### config.mk
export PLATFORM = sky130hd
export DESIGN_NAME = clk_en_gen
export DESIGN_NICKNAME = d
export VERILOG_FILES = /design/src/rtl/clk_en_pkg.sv /design/src/rtl/clk_en_chan.sv /design/src/rtl/clk_en_gen.sv
export SDC_FILE = /design/constraint.sdc
export NUM_CORES = 1
export LEC_CHECK = 0
export CAP_MARGIN = 0
export CORE_MARGIN = 5
export CORE_UTILIZATION = 35
export DETAILED_ROUTE_END_ITERATION = 7
export GPL_ROUTABILITY_DRIVEN = 0
export PLACE_DENSITY_LB_ADDON = 0.12
export SLEW_MARGIN = 20
export SYNTH_ARGS = -nofsm -noshare
export SYNTH_HDL_FRONTEND = slang
export SYNTH_SLANG_ARGS = --single-unit
### constraint.sdc
create_clock -name clk_mst -period 5.35 [get_ports clk_mst]
set_clock_uncertainty 0.2 [all_clocks]
set_input_delay 1.07 -clock clk_mst [delete_from_list [all_inputs] [get_ports clk_mst]]
set_output_delay 1.07 -clock clk_mst [all_outputs]
set_load 0.02 [all_outputs]
### src/rtl/clk_en_pkg.sv
`default_nettype none
// ============================================================================
// Module      : clk_en_pkg
// Description : Shared constants and types for the clk_mst-domain clock
//               enable generator (clk_en_gen / clk_en_chan).
//               Contents:
//                 CNT_WIDTH_DEF - default divide/phase value width
//                 NUM_CH_MAX    - largest supported channel count
//                 CH_IDX_W      - width of the cfg_ch channel selector
//                 DIV_PPU       - PPU enable divide ratio
//                 DIV_CPU       - CPU enable divide ratio
//                 clk_en_ch_t   - per-channel state layout at default width
// Revision    : 1.0 - initial release
// ============================================================================
package clk_en_pkg;

    localparam int CNT_WIDTH_DEF = 5;
    localparam int NUM_CH_MAX    = 8;
    localparam int CH_IDX_W      = $clog2(NUM_CH_MAX);
    localparam int DIV_PPU       = 5;
    localparam int DIV_CPU       = 12;

    // Per-channel state at the default counter width. The channel module keeps
    // the same fields as individual registers so that CNT_WIDTH can be
    // overridden per instance.
    typedef struct packed {
        logic [CNT_WIDTH_DEF-1:0] cnt;   // down-counter, strobe at zero
        logic [CNT_WIDTH_DEF-1:0] div;   // divide ratio in force
        logic [CNT_WIDTH_DEF-1:0] pdiv;  // divide ratio waiting for commit
        logic [CNT_WIDTH_DEF-1:0] ph;    // realign phase offset
        logic                     pend;  // pdiv is waiting for commit
    } clk_en_ch_t;

endpackage : clk_en_pkg
`default_nettype wire

### src/rtl/clk_en_chan.sv
`default_nettype none
// ============================================================================
// Module      : clk_en_chan
// Description : One clock-enable channel: programmable down-counter divider,
//               pending-divide register committed at terminal count (or on a
//               realign), and an enable-domain reset that deasserts after
//               RST_EN_LENGTH strobes.
//               Optional feature macro: CLK_EN_PHASE_EN (phase register and
//               sync_req realign; without it both inputs are ignored).
// Ports       : clk_mst   - master clock
//               rst_mst   - synchronous active-low reset
//               cfg_we    - accepted configuration targets this channel
//               cfg_div   - new divide ratio (0 is treated as 1)
//               cfg_phase - new phase offset for realign
//               sync_req  - realign request (all channels at once)
//               clk_en    - registered single-cycle enable strobe
//               rst_en    - active-low reset, released on the Nth strobe
//               pend      - a divide change is waiting for commit
// Revision    : 1.0 - initial release
// ============================================================================
module clk_en_chan
    import clk_en_pkg::*;
#(
    parameter int                   CNT_WIDTH     = CNT_WIDTH_DEF,
    parameter logic [CNT_WIDTH-1:0] DIV_INIT      = CNT_WIDTH'(DIV_PPU),
    parameter int                   RST_EN_LENGTH = 4
) (
    input  logic                 clk_mst,
    input  logic                 rst_mst,
    input  logic                 cfg_we,
    input  logic [CNT_WIDTH-1:0] cfg_div,
    input  logic [CNT_WIDTH-1:0] cfg_phase,
    input  logic                 sync_req,
    output logic                 clk_en,
    output logic                 rst_en,
    output logic                 pend
);

    localparam int                   RST_CNT_W  = $clog2(RST_EN_LENGTH + 1);
    localparam logic [RST_CNT_W-1:0] c_rst_len  = RST_CNT_W'(RST_EN_LENGTH);
    localparam logic [RST_CNT_W-1:0] c_rst_last = RST_CNT_W'(RST_EN_LENGTH - 1);
    // A zero divide would never reach a reload value; treat it as 1.
    localparam logic [CNT_WIDTH-1:0] c_div_rst  =
        (DIV_INIT == '0) ? CNT_WIDTH'(1) : DIV_INIT;

    logic [CNT_WIDTH-1:0] r_cnt;
    logic [CNT_WIDTH-1:0] r_div;
    logic [CNT_WIDTH-1:0] r_pdiv;
    logic                 r_pend;
    logic                 r_clk_en;
    logic                 r_rst_en;
    logic [RST_CNT_W-1:0] r_pcnt;

    logic [CNT_WIDTH-1:0] w_eff_div;
    logic [CNT_WIDTH-1:0] w_eff_max;
    logic [CNT_WIDTH-1:0] w_cfg_div;
    logic                 w_sync;
    logic [CNT_WIDTH-1:0] w_sync_cnt;

    // Divide used for any reload this cycle: a pending value takes over at
    // the reload, so the running period always completes first.
    assign w_eff_div = r_pend ? r_pdiv : r_div;
    assign w_eff_max = w_eff_div - CNT_WIDTH'(1);  // eff_div is never 0
    assign w_cfg_div = (cfg_div == '0) ? CNT_WIDTH'(1) : cfg_div;

`ifdef CLK_EN_PHASE_EN
    logic [CNT_WIDTH-1:0] r_ph;

    always_ff @(posedge clk_mst) begin
        if (!rst_mst) begin
            r_ph <= '0;
        end else if (cfg_we) begin
            r_ph <= cfg_phase;
        end
    end

    // A phase beyond the period would skip strobes; clamp to the last count.
    assign w_sync     = sync_req;
    assign w_sync_cnt = (r_ph < w_eff_max) ? r_ph : w_eff_max;
`else
    logic w_unused_phase;

    assign w_unused_phase = ^{cfg_phase, sync_req};
    assign w_sync         = 1'b0;
    assign w_sync_cnt     = '0;
`endif

    // Divider and pending-divide register. A config written on the same edge
    // as a realign lands after the realign's commit, so it stays pending.
    always_ff @(posedge clk_mst) begin
        if (!rst_mst) begin
            r_cnt    <= '0;
            r_div    <= c_div_rst;
            r_pdiv   <= c_div_rst;
            r_pend   <= 1'b0;
            r_clk_en <= 1'b0;
        end else begin
            if (w_sync) begin
                r_cnt    <= w_sync_cnt;
                r_div    <= w_eff_div;
                r_pend   <= 1'b0;
                r_clk_en <= 1'b0;
            end else if (r_cnt == '0) begin
                r_cnt    <= w_eff_max;
                r_div    <= w_eff_div;
                r_pend   <= 1'b0;
                r_clk_en <= 1'b1;
            end else begin
                r_cnt    <= r_cnt - CNT_WIDTH'(1);
                r_clk_en <= 1'b0;
            end

            if (cfg_we) begin
                r_pend <= 1'b1;
                r_pdiv <= w_cfg_div;
            end
        end
    end

    // Enable-domain reset: count strobes seen, release on the last one.
    always_ff @(posedge clk_mst) begin
        if (!rst_mst) begin
            r_pcnt   <= '0;
            r_rst_en <= 1'b0;
        end else if (r_clk_en && (r_pcnt != c_rst_len)) begin
            r_pcnt <= r_pcnt + RST_CNT_W'(1);
            if (r_pcnt == c_rst_last) begin
                r_rst_en <= 1'b1;
            end
        end
    end

    assign clk_en = r_clk_en;
    assign rst_en = r_rst_en;
    assign pend   = r_pend;

endmodule : clk_en_chan
`default_nettype wire

### src/rtl/clk_en_gen.sv
`default_nettype none
// ============================================================================
// Module      : clk_en_gen
// Description : Clock-enable and enable-domain reset generator for the
//               clk_mst domain. NUM_CH channels, each a runtime-programmable
//               integer divider of clk_mst with its own active-low reset.
//               Optional feature macro: CLK_EN_PHASE_EN (phase offsets and
//               sync_req realign of all channels).
// Ports       : clk_mst   - master clock
//               rst_mst   - synchronous active-low reset
//               cfg_valid - configuration request
//               cfg_ready - no divide change pending, request can be taken
//               cfg_ch    - target channel
//               cfg_div   - new divide ratio
//               cfg_phase - new phase offset
//               cfg_err   - pulse: accepted request named a missing channel
//               sync_req  - realign all channels
//               clk_en    - per-channel registered enable strobes
//               rst_en    - per-channel active-low resets
// Revision    : 1.0 - initial release
// ============================================================================
module clk_en_gen
    import clk_en_pkg::*;
#(
    parameter int                          NUM_CH        = 2,
    parameter int                          CNT_WIDTH     = CNT_WIDTH_DEF,
    parameter logic [NUM_CH*CNT_WIDTH-1:0] DIV_INIT      =
        {CNT_WIDTH_DEF'(DIV_CPU), CNT_WIDTH_DEF'(DIV_PPU)},
    parameter int                          RST_EN_LENGTH = 4
) (
    input  logic                 clk_mst,
    input  logic                 rst_mst,
    input  logic                 cfg_valid,
    output logic                 cfg_ready,
    input  logic [CH_IDX_W-1:0]  cfg_ch,
    input  logic [CNT_WIDTH-1:0] cfg_div,
    input  logic [CNT_WIDTH-1:0] cfg_phase,
    output logic                 cfg_err,
    input  logic                 sync_req,
    output logic [NUM_CH-1:0]    clk_en,
    output logic [NUM_CH-1:0]    rst_en
);

    logic [NUM_CH-1:0] w_pend;
    logic [NUM_CH-1:0] w_cfg_we;
    logic              w_accept;
    logic              w_in_range;
    logic              r_cfg_err;

    // Only one divide change may be in flight across all channels.
    assign cfg_ready  = ~|w_pend;
    assign w_accept   = cfg_valid & cfg_ready;
    assign w_in_range = (32'(cfg_ch) < NUM_CH);

    // Out-of-range requests are consumed but only flagged.
    always_ff @(posedge clk_mst) begin
        if (!rst_mst) begin
            r_cfg_err <= 1'b0;
        end else begin
            r_cfg_err <= w_accept & ~w_in_range;
        end
    end

    assign cfg_err = r_cfg_err;

    generate
        for (genvar g = 0; g < NUM_CH; g++) begin : g_chan
            assign w_cfg_we[g] = w_accept && (cfg_ch == CH_IDX_W'(g));

            clk_en_chan #(
                .CNT_WIDTH     (CNT_WIDTH),
                .DIV_INIT      (DIV_INIT[g*CNT_WIDTH +: CNT_WIDTH]),
                .RST_EN_LENGTH (RST_EN_LENGTH)
            ) u_chan (
                .clk_mst   (clk_mst),
                .rst_mst   (rst_mst),
                .cfg_we    (w_cfg_we[g]),
                .cfg_div   (cfg_div),
                .cfg_phase (cfg_phase),
                .sync_req  (sync_req),
                .clk_en    (clk_en[g]),
                .rst_en    (rst_en[g]),
                .pend      (w_pend[g])
            );
        end
    endgenerate

endmodule : clk_en_gen
`default_nettype wire
# Word-level counts from Yosys, hierarchy flattened
# Cells that the tools add are included.
# totals
output_inout_bits	6
mem_count	0
in_bits	17
wordCells	55
latch_bits	0
ramBits	0
rom_bits	0
reg_bits	43
# op_classes
shift	0
bitwise_logic	3
eq_ne	5
addsub	6
mul	0
div	0
n_reduce_logical	14
mux	11
n_lt_le_gt_ge	1
# op_table
operator	n
5-bit two-way mux	5
5-bit by 1-bit subtractor with 5-bit output, second input constant	4
5-bit zero test	3
3-bit by 1-bit adder with 3-bit output, second input constant	2
3-bit by 2-bit equality test with 1-bit output, second input constant	2
1-bit two-way mux	6
3-bit inequality test, second input constant	2
1-bit logical AND	4
2-bit AND reduction	2
2-bit nonzero test	2
3-bit by 1-bit equality test with 1-bit output, second input constant	1
3-bit zero test	1
3-bit by 2-bit < comparator with 1-bit output, second input constant	1
1-bit AND	2
2-bit OR reduction	1
1-bit zero test	1
1-bit NOT	1

# Depth between registers and ports, before layout
# logic_depth
word_depth	5
mapped_depth	7
ltp_nobuf	6

# By module
# Synthesis repeated with hierarchy kept, for this count alone.
# unflattened
cells_unflattened	213
hier_area_um2	2048.2
# by_module_without_submodules
module	n_inst	cells_per_inst	area_per_inst_um2	seq_area_each_um2
clk_en_chan (g_chan[0].u_chan)	1	103	993.5	420.4
clk_en_chan (g_chan[1].u_chan)	1	103	991.0	420.4
clk_en_gen	1	7	63.8	20.0

# Worst setup path after synthesis
# Ideal clock, no wire load.
# synth_timing
path_type	input to register
start	input cfg_valid
end	register g_chan[0].u_chan.r_pdiv[0]
n_path_buf	0
t_required_ns	5.021
setup_slack_ns	2.962
t_arrival_ns	2.059
cell_stages	4
setup_time_ns	0.129
cell_sequence	or3b_4 > nor4_4 > mux2i_1 > nand2_1
# synth_between
elab_chain_len	2
# synth_rtl
item	line	source
from (decl)	clk_en_gen.sv:33	input logic cfg_valid,
1-bit AND	clk_en_gen.sv:52	assign w_accept = cfg_valid & cfg_ready;
1-bit logical AND	clk_en_gen.sv:68	assign w_cfg_we[g] = w_accept && (cfg_ch == CH_IDX_W'(g));
to (signal assigned)	clk_en_chan.sv:94	r_pdiv <= c_div_rst;
to (signal assigned)	clk_en_chan.sv:115	r_pdiv <= w_cfg_div;
to (decl)	clk_en_chan.sv:48	logic [CNT_WIDTH-1:0] r_pdiv;
# Every way passes these cells.
# A chain may end at the register's enable or synchronous reset.

# Worst setup path in the final report
# layout_timing
start	input rst_mst
end	register r_cfg_err (netlist: cfg_err)
# layout_lines
item	line	source
from (decl)	clk_en_gen.sv:32	input logic rst_mst,
to (signal assigned)	clk_en_gen.sv:60	r_cfg_err <= w_accept & ~w_in_range;
to (decl)	clk_en_gen.sv:48	logic r_cfg_err;
# No word-level cell between the ends.

==> results list <==
- Vias post-DR: 1464
* Flop-to-flop setup slack: 3.01 ns
* Startpoint types: input pin
- After clock tree synthesis, the clock-pin slew on the worst setup and hold paths is 0.08 ns.
- Post-CTS Resized: 0
* Die Span X: 85.3 um
* Main area contributors after synthesis: sky130_fd_sc_hd__dfxtp_1 43%, sky130_fd_sc_hd__mux2i_1 13%, sky130_fd_sc_hd__nor2_1 6.6%
- Setup violations remaining at the end of the flow were counted as 0.
* Number of nets in the layout: 253
* Proportion of synthesized chip area in sequential cells: 43.3%
- Unrepaired setup endpoints after global routing: no
- Drt drc: 0
- The filler cells instantiated in the layout total 563.
- The worst hold path belongs to the class register to register.
* Initial standard-cell utilization of the core: 36.1%
* Mapped Area: 1990 um2
* Placed standard-cell area: 2190 um2
- Detailed-routing iteration count for the pre-antenna-repair pass: 4
* Later-pin clock latency in the skew report: 0.29 ns
- Counting distinct cell types in the post-synthesis netlist gives 40.
- The largest total area in the synthesized netlist belongs to sky130_fd_sc_hd__dfxtp_1.
- The first global-routing pass estimated between 6000 and 7000 um of wire.
- Vias in the first global route: 1358
- After synthesis, the mean cell area works out to about 9 um2.
- IO Pins: 23
- Final cell area excluding filler cells: 2290 um2
* Synthesis Warnings: 0
* Setup repair bufs after CTS: 0
* Sink Count: 43
- On the worst path, the slowest cell contributes a delay of 0.84 ns.
- The worst-case IR drop observed on VDD is 0.000127 V.
- Clock tree from TritonCTS: yes
- Max-cap violations in this run came to 0.
- Die H: 85.3 um
- Num CTS Buffers: 5
* DRT antenna net count: 0
- Among all stages on the critical path, the largest delay is contributed by sky130_fd_sc_hd__clkdlybuf4s50_1.
* Reported leakage power: 0.910 nW
- The top cell type by area accounts for 43.3% of the synthesized area.
* Number of DRC markers after the initial detailed-route iteration: 75
- In the global route stage, overall resource usage came out at 11.1%.
* Initial antenna violation count: 0
- Worst relative slew slack: 58.1%
* Leading cell types in the layout, fill and taps excluded: 43 x sky130_fd_sc_hd__dfxtp_1, 35 x sky130_fd_sc_hd__nor2_1, 25 x sky130_fd_sc_hd__mux2i_1, 16 x sky130_fd_sc_hd__clkdlybuf4s50_1, 13 x sky130_fd_sc_hd__nand2_1
* Number of H-tree branching levels: 2
* Wire length on met2: 1510 um
* Post-synthesis register bit count: 43
- The number of nets handed over by synthesis was 239.
- Buffer depth of the longest clock path: 2
- Crit share post-route: 54.4%
* Overall die area: 7280 um2
- The completed layout was analyzed and its total power is 813 uW.
- Leaving out fill and tap cells, the most frequent cell in the layout is sky130_fd_sc_hd__dfxtp_1.
- For the pin with the worst max-slew slack, the measured transition is 0.627 ns.
* Outcome: finished clean
* Number of buffers added on ports: 16
* Seq. cell area: 861 um2
- Global routing finished with a remaining overflow of 0.
- The final hold violation count was 0.
* Total count of max-transition violations in the final report: 0
* Final wirelength: 3680 um
- Worst setup path category: input pin to register
- At the worst endpoint, the required time is 5.36 ns.
* Hold bufs inserted after CTS: 0
* Placed Instances: 294
- Timing would allow up to roughly 340 MHz.
- Detailed route wirelength on metal3: 147 um
- Wire per inst: 12.2 um
- The region available for standard cell placement spans around 5500 um2.
* Instance count of the mapped netlist: 215
- From synthesis to final layout, the design area changed by 15.2%.
- In the final layout, the share of cells above drive strength 1 is 8.26%.
* Setup TNS Final: 0 ns
* Routed via count divided by cell count: 4.85
* Data arrival time at the worst-slack endpoint: 2.92 ns
* Detailed placement HPWL: 2710 um
- CTS Root Buffer Type: sky130_fd_sc_hd__clkbuf_8
- Final cell count without fillers: 302
- For this block, wires on met1 add up to 1970 um.
- Largest net degree at the start of global routing: 20
- Cell area power density: 355 nW/um2
- Highest metal layer with signal wires: met4
* Final core utilization: 41.6%
- Number of antenna diodes: 0
- Final min period: 2.91 ns
- The floorplan has 27 rows.
- Biggest fanout along the worst timing path: 19
* List of cells traversed by the critical path: clkdlybuf4s50_1, inv_1, buf_4, nor3_1
* Area occupied by multi-input gates: 1030 um2
- STA classifies the critical path endpoint as a register.
[worst max-delay path: cells and delay by family]
kind / cells / cell delay (ns)
buffers and inverters: 3 / 1.65
AND/OR/NAND/NOR: 1 / 0.19
[sequential cells by signal (all words and copies together), names as in the netlist]
register / cells
cfg_err: 1
g_chan.u_chan.clk_en: 2
g_chan.u_chan.r_pdiv: 10
g_chan.u_chan.r_cnt: 10
g_chan.u_chan.r_div: 10
g_chan.u_chan.rst_en: 2
g_chan.u_chan.r_pcnt: 6
g_chan.u_chan.pend: 2
[logic make-up (layout without fill, tap and decap cells)]
| family | Yosys count | count (layout) | share of synthesized area, % |
|---|---|---|---|
| adders and majority gates | 7 | 7 | 4.41 |
| DFF | 43 | 43 | 43.3 |
| AOI/OAI and AO/OA | 34 | 34 | 11.1 |
| and+or+nand+nor | 74 | 74 | 18.1 |
| xor gates and xnor gates | 5 | 5 | 2.20 |
| muxes | 31 | 31 | 16.0 |
| buffers and inverters | 21 | 36 | 4.85 |
[cells in the mapped netlist, drive strengths merged]
| cell | instances |
|---|---|
| o2111ai | 1 |
| and2 | 1 |
| nand3 | 3 |
| nor3b | 2 |
| a21oi | 12 |
| or3b | 1 |
| or4 | 1 |
| o41ai | 2 |
| a211o | 1 |
| mux2 | 6 |
| nand3b | 1 |
| o311ai | 1 |
| clkbuf | 2 |
| nand4 | 2 |
| a21boi | 2 |
| o211ai | 1 |
| inv | 11 |
| nand2 | 13 |
| a31o | 1 |
| xnor2 | 2 |
| xor2 | 3 |
| buf | 8 |
| nor3 | 9 |
| nor4 | 2 |
| a31oi | 3 |
| o21ai | 5 |
| o31ai | 1 |
| nor2 | 35 |
| nand2b | 3 |
| a211oi | 1 |
| mux2i | 25 |
| o21a | 2 |
| dfxtp | 43 |
| ha | 7 |
| o22ai | 1 |
| nor2b | 1 |
[power breakdown]
| part | internal (mW) | switching (mW) | total [mW] | leakage (nW) |
|---|---|---|---|---|
| logic | 0.0878 | 0.105 | 0.193 | 0.508 |
| registers | 0.357 | 0.0402 | 0.397 | 0.350 |
| clock network | 0.118 | 0.104 | 0.222 | 0.0515 |
| total | 0.563 | 0.250 | 0.813 | 0.910 |
[final timing paths]
path | from | endpoint | depth (start not counted)
worst max-delay path | rst_mst | cfg_err | 4
worst min-delay path | g_chan[0].u_chan.rst_en | g_chan[0].u_chan.rst_en | 2
worst max register to register | g_chan[1].u_chan.pend | g_chan[1].u_chan.r_cnt[4] | 6
worst min register to register | g_chan[0].u_chan.rst_en | g_chan[0].u_chan.rst_en | 2
[stage by stage]
step	hold WS, ns	setup slack [ns]
5_1_grt	0.300	2.22
3_3_place_gp	0.252	2.09
3_5_place_dp	0.252	2.08
6_report	0.268	2.44
4_1_cts	0.273	2.38
2_1_floorplan	0.238	2.96
[metal layers]
metal / up-vias / track usage (%)
met2: 21 / 16.5
li1: 772 / -
met5: - / 0
met1: 665 / 14.8
met4: 0 / 4.32
met3: 6 / 3.50
[layout make-up]
cell class / instances / share of cell area, %
flip-flops and latches: 43 / 37.6
clock buffers: 8 / 4.37
multi-input cells: 151 / 45.0
well taps: 72 / 3.93
inverters: 11 / 1.80
repair buffers: 17 / 7.32
Note: power is estimated with default switching activity, not from simulation.
